$ cat config.mk
export PLATFORM = sky130hd
export DESIGN_NAME = muldiv_unit
export DESIGN_NICKNAME = d
export VERILOG_FILES = /design/src/rtl/muldiv_pkg.sv /design/src/rtl/muldiv_signfix.sv /design/src/rtl/muldiv_unit.sv
export SDC_FILE = /design/constraint.sdc
export NUM_CORES = 1
export LEC_CHECK = 0
export ABC_CLOCK_PERIOD_IN_PS = 4900
export BUFFER_PORTS_ARGS = -buffer_cell sky130_fd_sc_hd__buf_4
export CORE_ASPECT_RATIO = 1.1
export CORE_MARGIN = 2
export CORE_UTILIZATION = 35
export CTS_CLUSTER_DIAMETER = 40
export DETAILED_ROUTE_END_ITERATION = 16
export GPL_TIMING_DRIVEN = 0
export PLACE_DENSITY_LB_ADDON = 0.05
export SYNTH_ARGS = -nofsm -noshare
export SYNTH_HDL_FRONTEND = slang
export SYNTH_SLANG_ARGS = --single-unit
$ cat constraint.sdc
create_clock -name clk -period 4.9 [get_ports clk]
set_input_delay 0.245 -clock clk [delete_from_list [all_inputs] [get_ports clk]]
set_output_delay 0.245 -clock clk [all_outputs]
set_load 0.005 [all_outputs]
$ cat src/rtl/muldiv_pkg.sv
// Shared types and helpers for the iterative multiply/divide unit.
//   muldiv_op_t    : operation select presented on the op port
//   muldiv_state_t : sequencer states of muldiv_unit
//   cnt_width()    : iteration counter width for a given operand width
package muldiv_pkg;

    typedef enum logic [1:0] {
        MD_MULT  = 2'b00,
        MD_MULTU = 2'b01,
        MD_DIV   = 2'b10,
        MD_DIVU  = 2'b11
    } muldiv_op_t;

    typedef enum logic [1:0] {
        IDLE = 2'd0,
        RUN  = 2'd1,
        FIX  = 2'd2,
        DONE = 2'd3
    } muldiv_state_t;

    // Counter must hold 0..w-1; never narrower than one bit.
    function automatic int cnt_width(input int w);
        return (w > 2) ? $clog2(w) : 1;
    endfunction

endpackage

$ cat src/rtl/muldiv_signfix.sv
// Conditional two's-complement negate, purely combinational.
//   val : input value
//   neg : when high, res = -val; otherwise res = val
//   res : result, same width as val
// Used both to form operand magnitudes and to restore result signs.
module muldiv_signfix #(
    parameter int W = 32
) (
    input  logic [W-1:0] val,
    input  logic         neg,
    output logic [W-1:0] res
);

    assign res = neg ? (-val) : val;

endmodule

$ cat src/rtl/muldiv_unit.sv
// Iterative multiply/divide unit: shift-add multiplier and restoring
// divider sharing one 2*WIDTH accumulator, one result bit per cycle.
//   clk, rst_b     : rising-edge clock, asynchronous active-low reset
//   start, op, a, b: issue request, operation and operands (IDLE/DONE only)
//   flush          : abort the operation in flight (RUN/FIX)
//   busy           : operation in flight
//   done           : one-cycle completion pulse
//   hi, lo         : product high/low half, or remainder/quotient
//   div_by_zero    : last completed op was a divide by zero
module muldiv_unit
    import muldiv_pkg::*;
#(
    parameter int WIDTH = 32
) (
    input  logic             clk,
    input  logic             rst_b,
    input  logic             start,
    input  muldiv_op_t       op,
    input  logic [WIDTH-1:0] a,
    input  logic [WIDTH-1:0] b,
    input  logic             flush,
    output logic             busy,
    output logic             done,
    output logic [WIDTH-1:0] hi,
    output logic [WIDTH-1:0] lo,
    output logic             div_by_zero
);

    localparam int            CW       = cnt_width(WIDTH);
    localparam logic [CW-1:0] CNT_LAST = CW'(WIDTH - 1);

    muldiv_state_t      state;
    logic [CW-1:0]      cnt;
    logic [2*WIDTH-1:0] acc;
    logic [WIDTH-1:0]   dvsr;     // divisor, or multiplicand for multiplies
    logic               is_mult;
    logic               neg_q;    // product / quotient sign
    logic               neg_r;    // remainder sign (follows dividend)

    logic               op_mult;
    logic               op_signed;
    logic               sign_a;
    logic               sign_b;
    logic               issue;
    logic               div_zero;
    logic [WIDTH-1:0]   mag_a;
    logic [WIDTH-1:0]   mag_b;

    logic [WIDTH:0]     mul_sum;
    logic [2*WIDTH-1:0] mul_next;
    logic [WIDTH:0]     rem_sh;
    logic [WIDTH-1:0]   rem_sub;
    logic               rem_ge;
    logic [2*WIDTH-1:0] div_next;

    logic [2*WIDTH-1:0] prod_fix;
    logic [WIDTH-1:0]   quo_fix;
    logic [WIDTH-1:0]   rem_fix;

    assign op_mult   = ~op[1];
    assign op_signed = ~op[0];
    assign sign_a    = op_signed & a[WIDTH-1];
    assign sign_b    = op_signed & b[WIDTH-1];
    assign issue     = ((state == IDLE) || (state == DONE)) && start && !flush;
    assign div_zero  = !op_mult && (b == '0);

    // Most-negative operands stay at 2^(WIDTH-1), which is the correct
    // unsigned magnitude, so no special case is needed here.
    muldiv_signfix #(.W(WIDTH)) u_mag_a (.val(a), .neg(sign_a), .res(mag_a));
    muldiv_signfix #(.W(WIDTH)) u_mag_b (.val(b), .neg(sign_b), .res(mag_b));

    always_comb begin
        // Multiply: add multiplicand into the upper half when the current
        // multiplier bit (acc[0]) is set, then shift right with carry.
        mul_sum  = {1'b0, acc[2*WIDTH-1:WIDTH]} + {1'b0, dvsr};
        mul_next = acc[0] ? {mul_sum, acc[WIDTH-1:1]}
                          : {1'b0, acc[2*WIDTH-1:1]};

        // Divide: shift the next dividend bit into the partial remainder and
        // subtract when it fits. The subtraction result is below the divisor,
        // so its low WIDTH bits are exact.
        rem_sh   = acc[2*WIDTH-1:WIDTH-1];
        rem_ge   = (rem_sh >= {1'b0, dvsr});
        rem_sub  = rem_sh[WIDTH-1:0] - dvsr;
        div_next = rem_ge ? {rem_sub, acc[WIDTH-2:0], 1'b1}
                          : {rem_sh[WIDTH-1:0], acc[WIDTH-2:0], 1'b0};
    end

    muldiv_signfix #(.W(2*WIDTH)) u_fix_prod (.val(acc), .neg(neg_q), .res(prod_fix));
    muldiv_signfix #(.W(WIDTH)) u_fix_quo (.val(acc[WIDTH-1:0]), .neg(neg_q), .res(quo_fix));
    muldiv_signfix #(.W(WIDTH)) u_fix_rem (.val(acc[2*WIDTH-1:WIDTH]), .neg(neg_r), .res(rem_fix));

    // Datapath registers: only meaningful between issue and FIX, so no reset.
    always_ff @(posedge clk) begin
        if (issue) begin
            is_mult <= op_mult;
            neg_q   <= sign_a ^ sign_b;
            neg_r   <= sign_a;
            acc     <= op_mult ? {{WIDTH{1'b0}}, mag_b} : {{WIDTH{1'b0}}, mag_a};
            dvsr    <= op_mult ? mag_a : mag_b;
        end else if (state == RUN) begin
            acc     <= is_mult ? mul_next : div_next;
        end
    end

    // Sequencer with registered busy/done/results.
    always_ff @(posedge clk or negedge rst_b) begin
        if (!rst_b) begin
            state       <= IDLE;
            cnt         <= '0;
            busy        <= 1'b0;
            done        <= 1'b0;
            hi          <= '0;
            lo          <= '0;
            div_by_zero <= 1'b0;
        end else begin
            done <= 1'b0;
            case (state)
                IDLE, DONE: begin
                    if (issue) begin
                        cnt <= '0;
                        if (div_zero) begin
                            hi          <= a;
                            lo          <= '1;
                            div_by_zero <= 1'b1;
                            done        <= 1'b1;
                            busy        <= 1'b0;
                            state       <= DONE;
                        end else begin
                            busy  <= 1'b1;
                            state <= RUN;
                        end
                    end else begin
                        busy  <= 1'b0;
                        state <= IDLE;
                    end
                end
                RUN: begin
                    if (flush) begin
                        busy  <= 1'b0;
                        state <= IDLE;
                    end else if (cnt == CNT_LAST) begin
                        cnt   <= '0;
                        state <= FIX;
                    end else begin
                        cnt <= cnt + CW'(1);
                    end
                end
                FIX: begin
                    if (flush) begin
                        busy  <= 1'b0;
                        state <= IDLE;
                    end else begin
                        hi          <= is_mult ? prod_fix[2*WIDTH-1:WIDTH] : rem_fix;
                        lo          <= is_mult ? prod_fix[WIDTH-1:0] : quo_fix;
                        div_by_zero <= 1'b0;
                        done        <= 1'b1;
                        busy        <= 1'b0;
                        state       <= DONE;
                    end
                end
                default: begin
                    busy  <= 1'b0;
                    state <= IDLE;
                end
            endcase
        end
    end

endmodule

## Word level (Yosys, flattened, before mapping)

Index checks and enable logic that the tools add are counted.
Widths: inputs -> output; s select.

| word-level totals | value |
|---|---|
| flip-flop bits (word level) | 173 |
| output and inout bits | 67 |
| logic and storage cells | 93 |

| cells by class | value |
|---|---|
| add/sub/neg operators | 8 |
| order comparisons | 1 |
| equal/unequal tests | 10 |
| multiplexer cells | 44 |
| bitwise gates (word level) | 5 |
| reductions and logical operators | 13 |

Operators with widths:

| kind | number |
|---|---|
| $mux 32 | 14 |
| $mux 64 | 6 |
| $neg 32->32 | 4 |
| $pmux 32 s2 | 2 |
| $neg 64->64 | 1 |
| $add 32x32->33 | 1 |
| $ge 33x32->1 | 1 |
| $logic_not 32->1 | 1 |
| $sub 32x32->32 | 1 |
| $mux 5 | 3 |
| $mux 2 | 5 |
| $ne 2x2->1 const B | 5 |
| $pmux 5 s2 | 1 |
| $mux 1 | 9 |
| $pmux 2 s3 | 1 |
| $reduce_bool 2->1 | 3 |
| $add 5x1->5 const B | 1 |
| $eq 5x5->1 const B | 1 |
| $eq 2x2->1 const B | 2 |
| $pmux 1 s2 | 2 |
| $reduce_and 4->1 | 1 |
| $logic_and 1x1->1 | 3 |
| $ne 3x2->1 const B | 1 |
| $pmux 1 s3 | 1 |
| other kinds (9) | 11 |

## Longest topological paths before layout

Gate-level depths: netlist of the first run.

| depth | value |
|---|---|
| depth in word-level cells | 6 |
| depth in mapped cells | 14 |
| mapped depth without buffers | 12 |

## By module

Synthesis of the first run repeated with hierarchy kept, for this count alone.

| second synthesis, totals | value |
|---|---|
| cell total of the unflattened synthesis | 1991 |
| area total of the unflattened synthesis | 17267.8 sq um |

Modules (own cells, without submodules):

| module | instances | cells an instance | area each (sq um) | sequential area each (sq um) |
|---|---|---|---|---|
| muldiv_unit | 1 | 1370 | 12764.7 | 4824.6 |
| muldiv_signfix (u_fix_quo ...) | 3 | 108 | 767.0 | 0.0 |
| muldiv_signfix (u_fix_prod) | 1 | 198 | 1453.9 | 0.0 |
| muldiv_signfix (u_fix_rem) | 1 | 99 | 748.2 | 0.0 |

## Worst setup path after synthesis of the first run

Ideal clock, no wire load.

| timing | value |
|---|---|
| path kind | register -> register |
| start | register state[0] |
| end | register acc[0] (enable) |
| arrival time | 2778 ps |
| path slack | 1690 ps |
| cell stages (with the launch flop) | 7 |
| path buffers | 1 |
| cell sequence | dfrtp_1 -> inv_1 -> ha_1 -> nand2_1 -> or2_2 -> clkbuf_1 -> nand2b_1 |

| between the ends | value |
|---|---|
| word-level cells in the longest chain between the ends | 5 |
| elaborated cells on any way between the ends | 7 |
| classes of those cells | eq/ne: 2; reduce/logical: 5 |

RTL lines:

| element | RTL line | RTL |
|---|---|---|
| start, declared | muldiv_unit.sv:32 | `muldiv_state_t state;` |
| start signal, assigned | muldiv_unit.sv:109 | `state <= IDLE;` |
| start signal, assigned | muldiv_unit.sv:128 | `state <= DONE;` |
| start signal, assigned | muldiv_unit.sv:131 | `state <= RUN;` |
| $eq 2x2->1 or $logic_not 2->1 (tied branches) | muldiv_unit.sv:64 | `assign issue = ((state == IDLE) \|\| (state == DONE)) && start && !flush;` |
| $logic_or 1x1->1 | muldiv_unit.sv:64 |  |
| $logic_and 1x1->1 (2 in a row) | muldiv_unit.sv:64 |  |
| $reduce_bool 2->1 (no line) * | - |  |
| end signal, assigned | muldiv_unit.sv:99 | `acc <= op_mult ? {{WIDTH{1'b0}}, mag_b} : {{WIDTH{1'b0}}, mag_a};` |
| end signal, assigned | muldiv_unit.sv:102 | `acc <= is_mult ? mul_next : div_next;` |
| end, declared | muldiv_unit.sv:34 | `logic [2*WIDTH-1:0] acc;` |

Every way passes the cells marked *; elsewhere a longest branch is shown, timed or not.
A chain may end at the register's enable or synchronous reset.

## Worst setup path in the final report of the first run

| timing | value |
|---|---|
| start | register acc[0] |
| end | register hi[22] |

| between the ends | value |
|---|---|
| word-level cells in the longest chain between the ends | 5 |

RTL lines:

| element | RTL line | RTL |
|---|---|---|
| $neg 64->64 | muldiv_signfix.sv:14 | `assign res = neg ? (-val) : val;` |
| $mux 64 | muldiv_signfix.sv:14 |  |
| $mux 32 | muldiv_unit.sv:154 | `hi <= is_mult ? prod_fix[2*WIDTH-1:WIDTH] : rem_fix;` |
| $mux 32 | muldiv_unit.sv:150 | `if (flush) begin` |
| $pmux 32 s2 | muldiv_unit.sv:118 | `case (state)` |
| end signal, assigned | muldiv_unit.sv:154 |  |
| end, declared | muldiv_unit.sv:24 | `output logic [WIDTH-1:0] hi,` |

Every way passes these cells. The select of a mux whose other input is x is not followed.

==> results.sh, run 1 <==
export IMPL_r2r_end="hi[22]$_DFFE_PN0P_"
export IMPL_clockPowerShare_pct=12.4
export IMPL_dp_hpwl_um=49980
export IMPL_cts_htree_levels=4
export IMPL_antenna_left=0
export IMPL_fin_area_mm2=0.01735
export IMPL_grt_usage_pct=27.94
export IMPL_drt_initial_drc_count=1060
export IMPL_syn_area_per_cell_um2=8.524
export IMPL_antenna_cells=0
export IMPL_synth_top_cell_by_area="edfxtp_1"
export IMPL_hold_violations=0
export IMPL_synthCells=1757
export IMPL_grt_pass1_vias=14320
export IMPL_synth_fp_nets=1901
export IMPL_power_density_mw_per_mm2=659.4
export IMPL_switchingPower_uw=5620
export IMPL_setup_violations=0
export IMPL_finalNetCount=2059
export IMPL_multiInputGateArea_mm2=0.009532
export IMPL_p_int_uw=5818
export IMPL_ys_warn_count=0
export IMPL_synthFlopType="edfxtp_1"
export IMPL_drive_above_1_share_pct=11.10
export IMPL_tightestPinTransition_ns=1.437
export IMPL_r2r_cells=14
export IMPL_postCtsSetupBuffers=0
export IMPL_cts_path_max_buffers=2
export IMPL_cp_max_fo=10
export IMPL_min_path_cells=3
export IMPL_fillers=4421
export IMPL_synth_area_leaders="edfxtp_1 20%, dfrtp_1 12%, mux2i_1 7.8%, ha_1 6.0%, xor2_1 5.1%"
export IMPL_drt_wl_total_um=62790
export IMPL_grt_ovfl_total=0
export IMPL_rows=79
export IMPL_swShare_pct=49.14
export IMPL_setup_tns_ns=0
export IMPL_cts_tree="built"
export IMPL_drt_pass1_iter_count=5
export IMPL_vias=14230
export IMPL_vias_per_cell=5.704
export IMPL_period_share_pct=92.18
export IMPL_pwr_share_comb_pct=59.0
export IMPL_numCtsBuffers=17
export IMPL_insertion_delay_ns=0.46
export IMPL_cp_start_kind="flop"
export IMPL_drv_cap=0
export IMPL_gp_congestion=0.9496
export IMPL_utilization_pct=41.00
export IMPL_routedWlPerCell_um=25.17
export IMPL_dieArea_mm2=0.04446
export IMPL_core_area_mm2=0.04231
export IMPL_yosysTopAreaCellShare_pct=19.85
export IMPL_ys_seq_area_share_pct=32.21
export IMPL_seqPwrFrac_pct=28.7
export IMPL_die_height_um=221.0
export IMPL_status="complete, no violations"
export IMPL_port_buffers=135
export IMPL_area_growth_pct=15.82
export IMPL_drc_errors=0
export IMPL_ir_worst_vdd_mv=0.2697
export IMPL_hp_class="in -> reg"
export IMPL_postSynth_asyncResetShare_pct=42.77
export IMPL_grt_pass1_wl_um=92390
export IMPL_dpl_cell_area_mm2=0.01675
export IMPL_rsz0062_at_grt="no"
export IMPL_use_met1_pct=33.98
export IMPL_fmax_mhz=221.4
export IMPL_register_area_mm2=0.004825
export IMPL_slew_headroom_pct=2.839
export IMPL_finalClockSkew_ns=0.01143
export IMPL_critical_path_class="reg -> reg"
export IMPL_grt_use_met2_pct=49.86
export IMPL_pin_count=137
export IMPL_slew_viol_final=0
export IMPL_min_from="start"
export IMPL_crit_path_end_kind="flop"
export IMPL_start_util_pct=35.40
export IMPL_clk_pin_slew_ns=0.08
export IMPL_clkSinkCount=173
export IMPL_grtUsageMet3_pct=3.682
export IMPL_synth_edf_count=99
export IMPL_antenna_found_initial=1
export IMPL_die_w_um=201.2
export IMPL_cp_data_arrival_time_ns=4.85
export IMPL_root_buffer="clkbuf_16"
export IMPL_grt_max_degree=75
export IMPL_syn_cell_area_mm2=0.01498
export IMPL_reg2reg_from="acc[0]$_DFFE_PP_"
export IMPL_power_leakage_uw=0.006970
export IMPL_worstPathRequired_ns=5.24
export IMPL_worstHoldEndpoint="state[0]$_DFFE_PN0P_"
export IMPL_synth_seq_cells=173
export IMPL_synth_cell_type_count=77
export IMPL_finalCriticalPeriod_ns=4.517
export IMPL_r2r_slack_ns=0.38
export IMPL_busiest_layer="met2"
==> registers in the layout, indices dropped and copies added, names as in the netlist <==
name,count
dvsr,32
acc,64
is_mult,1
neg_q,1
busy,1
cnt,5
div_by_zero,1
lo,32
hi,32
done,1
neg_r,1
state,2
==> metrics by stage <==
step	total power [uW]	worst slack (ns)	std cells	hold slack, ns
2_1_floorplan	7479	1.690	1757	-0.05059
3_3_place_gp	9938	0.2127	2459	0.4556
3_5_place_dp	9930	0.3108	2461	0.4533
4_1_cts	11400	0.2788	2495	0.08786
5_1_grt	12230	0.06755	2495	0.1187
6_report	11440	0.3831	2495	0.1050
==> power by group through the flow <==
stage | clock, uW | combinational [uW] | sequential [uW]
4_1_cts | 1430 | 6720 | 3260
3_5_place_dp | 0 | 6660 | 3270
5_1_grt | 1480 | 7400 | 3360
3_3_place_gp | 0 | 6620 | 3320
6_report | 1410 | 6740 | 3280
2_1_floorplan | 0 | 4550 | 2930
==> critical path, stage by stage, from the launching register on <==
cell,delay [ns]
edfxtp_1,0.64
inv_1,0.22
clkbuf_1,0.90
ha_1,0.32
nand2b_1,0.10
or3_1,0.30
buf_2,0.20
nor3_4,0.20
a21oi_2,0.20
or2_1,0.28
buf_6,0.14
o41ai_4,0.31
xnor2_1,0.15
mux2i_1,0.31
o21ai_1,0.10
==> layer usage <==
metal / vias to the layer above / share of wire, % / wire length (um)
met5: - / 0.019 / 12
met4: 2 / 3.8 / 2391
met3: 104 / 3.9 / 2474
met2: 408 / 50 / 31500
met1: 6925 / 42 / 26420
li1: 6792 / - / -
==> cell families (layout without fill, tap and decap cells) <==
kind of cell	after synthesis	in the layout	share of synthesized area [%]
adder cells (fa/ha/maj)	74	74	6.282
buffers and inverters	164	335	4.252
AO/OA/AOI/OAI	539	539	22.36
XOR/XNOR	167	167	9.766
AND/OR/NAND/NOR	520	520	17.07
flip-flops	173	173	32.21
multiplexers	120	120	8.053
==> placed cells by master (no fill, tap or decap), drive strengths merged, types with 46 or more instances in the layout <==
| master | netlist | final |
|---|---|---|
| clkbuf | 70 | 89 |
| nand2 | 163 | 163 |
| a21oi | 153 | 153 |
| dfrtp | 74 | 74 |
| nor3 | 46 | 46 |
| xor2 | 87 | 87 |
| o21ai | 152 | 152 |
| buf | 21 | 158 |
| xnor2 | 80 | 80 |
| ha | 72 | 72 |
| inv | 70 | 77 |
| mux2i | 116 | 116 |
| nor2 | 129 | 129 |
| edfxtp | 99 | 99 |
==> worst max-delay path by stage <==
| stage | start | to | slack (ns) | cells past startpoint |
|---|---|---|---|---|
| floorplan | state[0]$_DFFE_PN0P_ | acc[0]$_DFFE_PP_ | 1.69 | 6 |
| finish | acc[0]$_DFFE_PP_ | hi[22]$_DFFE_PN0P_ | 0.38 | 14 |
| detailed placement | acc[44]$_SDFFCE_PP0P_ | acc[60]$_SDFFCE_PP0P_ | 0.31 | 12 |
| global route | acc[31]$_DFFE_PP_ | acc[60]$_SDFFCE_PP0P_ | 0.07 | 11 |
| global placement | state[0]$_DFFE_PN0P_ | acc[39]$_SDFFCE_PP0P_ | 0.21 | 6 |
| CTS | acc[44]$_SDFFCE_PP0P_ | acc[60]$_SDFFCE_PP0P_ | 0.28 | 12 |
==> cells in the mapped netlist, types with 12 or more instances <==
master / number
clkbuf_1: 70
o41ai_1: 12
a31oi_1: 31
xnor2_1: 80
a21o_1: 38
o31ai_1: 28
nand4_1: 19
or3_1: 21
nor3_1: 45
nor2_1: 129
edfxtp_1: 99
nand2b_1: 20
o21ai_0: 143
nor2b_1: 16
dfrtp_1: 74
a21oi_1: 151
inv_1: 69
a211oi_1: 30
mux2i_1: 116
nand3_1: 31
nor4_1: 16
o211ai_1: 14
ha_1: 72
nand2_1: 163
nor3b_1: 13
xor2_1: 87
==> final cells by class <==
type / count / share of cell area [%]
multi-input cells: 1420 / 54.95
flip-flops and latches: 173 / 27.81
repair buffers: 139 / 6.189
well taps: 567 / 4.090
clock buffers: 19 / 2.553
plain buffers: 91 / 2.099
inverters: 73 / 1.580
clock inverters: 13 / 0.7285
==> timing repair <==
action | in CTS | in global routing
hold buffers | 2 | 0
gates resized for setup | 0 | 2
endpoints found under the setup margin | 0 | 1
endpoints found under the hold margin | 28 | 0
Power figures use the tool's default switching activity.
==> run 2, diff against run 1 <==
ABC_CLOCK_PERIOD_IN_PS = 4800   (was 4900)
SYNTH_HIERARCHICAL = 1   (was unset)
clock period = 4.8 ns   (was 4.9 ns; I/O delays follow)
==> results.sh, run 2 <==
export IMPL_finalNetCount=2295
export IMPL_die_w_um=215.8
export IMPL_antenna_found_initial=2
export IMPL_synth_xor_area_share_pct=11.51
export IMPL_ir_worst_vdd_mv=0.2852
export IMPL_pwr_share_comb_pct=59.9
export IMPL_cts_tree="built"
export IMPL_grt_max_degree=75
export IMPL_critical_path_class="reg -> reg"
export IMPL_slew_headroom_pct=16.93
export IMPL_postSynth_asyncResetShare_pct=42.77
export IMPL_drt_pass1_iter_count=6
export IMPL_swShare_pct=49.33
export IMPL_synth_seq_cells=173
export IMPL_dpl_cell_area_mm2=0.01916
export IMPL_r2r_cells=9
export IMPL_syn_cell_area_mm2=0.01727
export IMPL_slew_viol_final=0
export IMPL_power_density_mw_per_mm2=662.9
export IMPL_setup_tns_ns=0
export IMPL_cp_max_fo=11
export IMPL_hold_violations=0
export IMPL_synthCells=1991
export IMPL_hp_class="in -> reg"
export IMPL_synth_fp_nets=2136
export IMPL_cts_htree_levels=4
export IMPL_yosysMostFrequentCell="xnor2_1"
export IMPL_antenna_left=0
export IMPL_drc_errors=0
export IMPL_largest_reg_flops=64
export IMPL_cp_start_kind="flop"
export IMPL_ys_seq_area_share_pct=27.94
export IMPL_rows=85
export IMPL_muxShareOfSynthArea_pct=8.949
export IMPL_die_height_um=237.0
export IMPL_finalClockSkew_ns=0.01919
export IMPL_synth_edf_count=99
export IMPL_rsz0062_at_grt="no"
export IMPL_final_cell_mix="212 x xnor2_1, 173 x nand2_1, 163 x o21ai_0"
export IMPL_area_growth_pct=14.41
export IMPL_tightestPinTransition_ns=1.235
export IMPL_worstPathRequired_ns=5.22
export IMPL_grt_pass1_vias=16230
export IMPL_grt_ovfl_total=0
export IMPL_synthFlopType="edfxtp_1"
export IMPL_seqPwrFrac_pct=29.0
export IMPL_min_path_cells=2
export IMPL_gp_congestion=0.9454
export IMPL_vias=16700
export IMPL_ys_top_cells_by_count="212 x xnor2_1, 173 x nand2_1, 163 x o21ai_0, 115 x mux2i_1, 107 x a21oi_1"
export IMPL_path_cells="or4_1 -> nor4_1 -> nand3_1 -> o41ai_1 -> xnor2_1 -> mux2i_1 -> nand2_1 -> o21ai_0 -> o21ai_0"
export IMPL_finalCriticalPeriod_ns=4.323
export IMPL_dieArea_mm2=0.05113
export IMPL_fin_area_mm2=0.01976
export IMPL_dp_hpwl_um=56200
export IMPL_synth_top_family_by_area="compound AO/OA/AOI/OAI gates"
export IMPL_switchingPower_uw=6461
export IMPL_drive_above_1_share_pct=13.22
export IMPL_synth_top_cell_by_area="edfxtp_1"
export IMPL_power_leakage_uw=0.007407
export IMPL_ys_warn_count=6
export IMPL_syn_area_per_cell_um2=8.673
export IMPL_routedWlPerCell_um=25.23
export IMPL_slowest_delay_ns=1.06
export IMPL_grt_usage_pct=27.52
export IMPL_cts_path_max_buffers=2
export IMPL_layout_commonest_cell="xnor2_1"
export IMPL_root_buffer="clkbuf_16"
export IMPL_period_share_pct=90.07
export IMPL_drt_wl_total_um=71050
export IMPL_cp_slowest_cell="nor4_1"
export IMPL_clkSinkCount=173
export IMPL_synth_cell_type_count=82
export IMPL_start_util_pct=35.37
export IMPL_synth_area_leaders="edfxtp_1 17%, xnor2_1 11%, dfrtp_1 11%, mux2i_1 6.7%, ha_1 5.3%"
export IMPL_yosys_area_share_adder_pct=5.521
export IMPL_synth_simple_gate_area_share_pct=17.22
export IMPL_top_register="acc"
export IMPL_grt_pass1_wl_um=104800
export IMPL_crit_path_end_kind="flop"
export IMPL_numCtsBuffers=17
export IMPL_status="complete, no violations"
export IMPL_core_area_mm2=0.04882
export IMPL_vias_per_cell=5.930
export IMPL_postCtsSetupBuffers=0
export IMPL_yosysTopAreaCellShare_pct=17.22
export IMPL_port_buffers=136
export IMPL_insertion_delay_ns=0.51
export IMPL_cts_resized=0
export IMPL_drt_initial_drc_count=1380
export IMPL_drv_cap=0
export IMPL_p_int_uw=6636
export IMPL_cp_data_arrival_time_ns=4.74
export IMPL_clockPowerShare_pct=11.1
export IMPL_setup_violations=0
export IMPL_synth_compound_gate_area_share_pct=23.99
export IMPL_pin_count=137
export IMPL_clk_pin_slew_ns=0.08
export IMPL_fmax_mhz=231.3
export IMPL_critPathMostFrequentCell="o21ai_0"
-- run 2: changes by cell type after synthesis, sizes merged, moves of 27 or more --
cell    previous run  this run
a211oi            30        77
mux2               4        35
xnor2             80       212
o41ai             13        64
nor3              46        19
a21oi            153       107
o31ai             29        60
xor2              87        15
-- run 2: path summary, 6_finish.rpt --
path	start	to	slack [ns]
worst max-delay path	acc[4]$_DFFE_PP_	hi[4]$_DFFE_PN0P_	0.48
worst min-delay path	op[1]	is_mult$_DFFE_PP_	0.06
worst max register to register	acc[4]$_DFFE_PP_	hi[4]$_DFFE_PN0P_	0.48
worst min register to register	hi[27]$_DFFE_PN0P_	hi[27]$_DFFE_PN0P_	0.49
max in group asynchronous	rst_b	hi[3]$_DFFE_PN0P_	3.73
min in group asynchronous	rst_b	lo[12]$_DFFE_PN0P_	0.43
-- run 2: cell families (layout without fill, tap and decap cells) --
group / after synthesis / after routing
AOI/OAI and AO/OA: 616 / 616
and+or+nand+nor: 560 / 560
xor gates and xnor gates: 227 / 227
buffers and inverters: 190 / 362
DFF: 173 / 173
muxes: 150 / 150
adders and majority gates: 75 / 75
other: 0 / 1
-- run 2: critical path, delay by kind of cell (launching register included) --
family / cells / cell delay [ns]
flip-flops: 1 / 0.60
AO/OA/AOI/OAI: 3 / 0.85
AND/OR/NAND/NOR: 4 / 2.50
multiplexers: 1 / 0.10
XOR/XNOR: 1 / 0.18
-- run 2: layout make-up --
| type | instances | area, um^2 |
|---|---|---|
| Fill cell | 4990 | 29060 |
| Sequential cell | 173 | 4825 |
| Clock inverter | 9 | 100.1 |
| Buffer | 118 | 571.8 |
| Multi-Input combinational cell | 1628 | 11610 |
| Timing Repair Buffer | 140 | 1089 |
| Clock buffer | 23 | 473.0 |
| Tap cell | 652 | 815.8 |
| Antenna cell | 1 | 2.502 |
| Inverter | 72 | 270.3 |
-- run 2: power by group through the flow --
stage	clock (uW)	sequential [uW]	combinational [uW]
5_1_grt	1530	3910	8660
4_1_cts	1490	3790	7830
6_report	1460	3800	7840
2_1_floorplan	0	3270	5450
3_3_place_gp	0	3850	7710
3_5_place_dp	0	3810	7770
-- run 2: what timing repair did --
item / in CTS / in global routing
endpoints found under the setup margin: 0 / 0
hold buffers: 2 / 0
hold endpoints to repair: 76 / 0
-- run 2: per-stage QoR --
| step | hold slack (ns) | cells | setup slack, ns | total power [uW] | utilization, % |
|---|---|---|---|---|---|
| floorplan | -0.05559 | 1991 | 1.626 | 8721 | - |
| global placement | 0.4486 | 2779 | 0.3903 | 11570 | 39.14 |
| detailed placement | 0.4542 | 2781 | 0.5531 | 11590 | 39.25 |
| CTS | 0.02586 | 2815 | 0.5457 | 13110 | 40.47 |
| global route | 0.04873 | 2815 | 0.2511 | 14100 | 40.47 |
| finish | 0.06292 | 2816 | 0.4765 | 13100 | 40.47 |
-- run 2: routing by layer --
metal	share of wire (%)	global-route usage (%)
met1	43	35.94
met2	47	45.56
met3	5.6	3.943
met4	3.6	11.14
met5	0	0
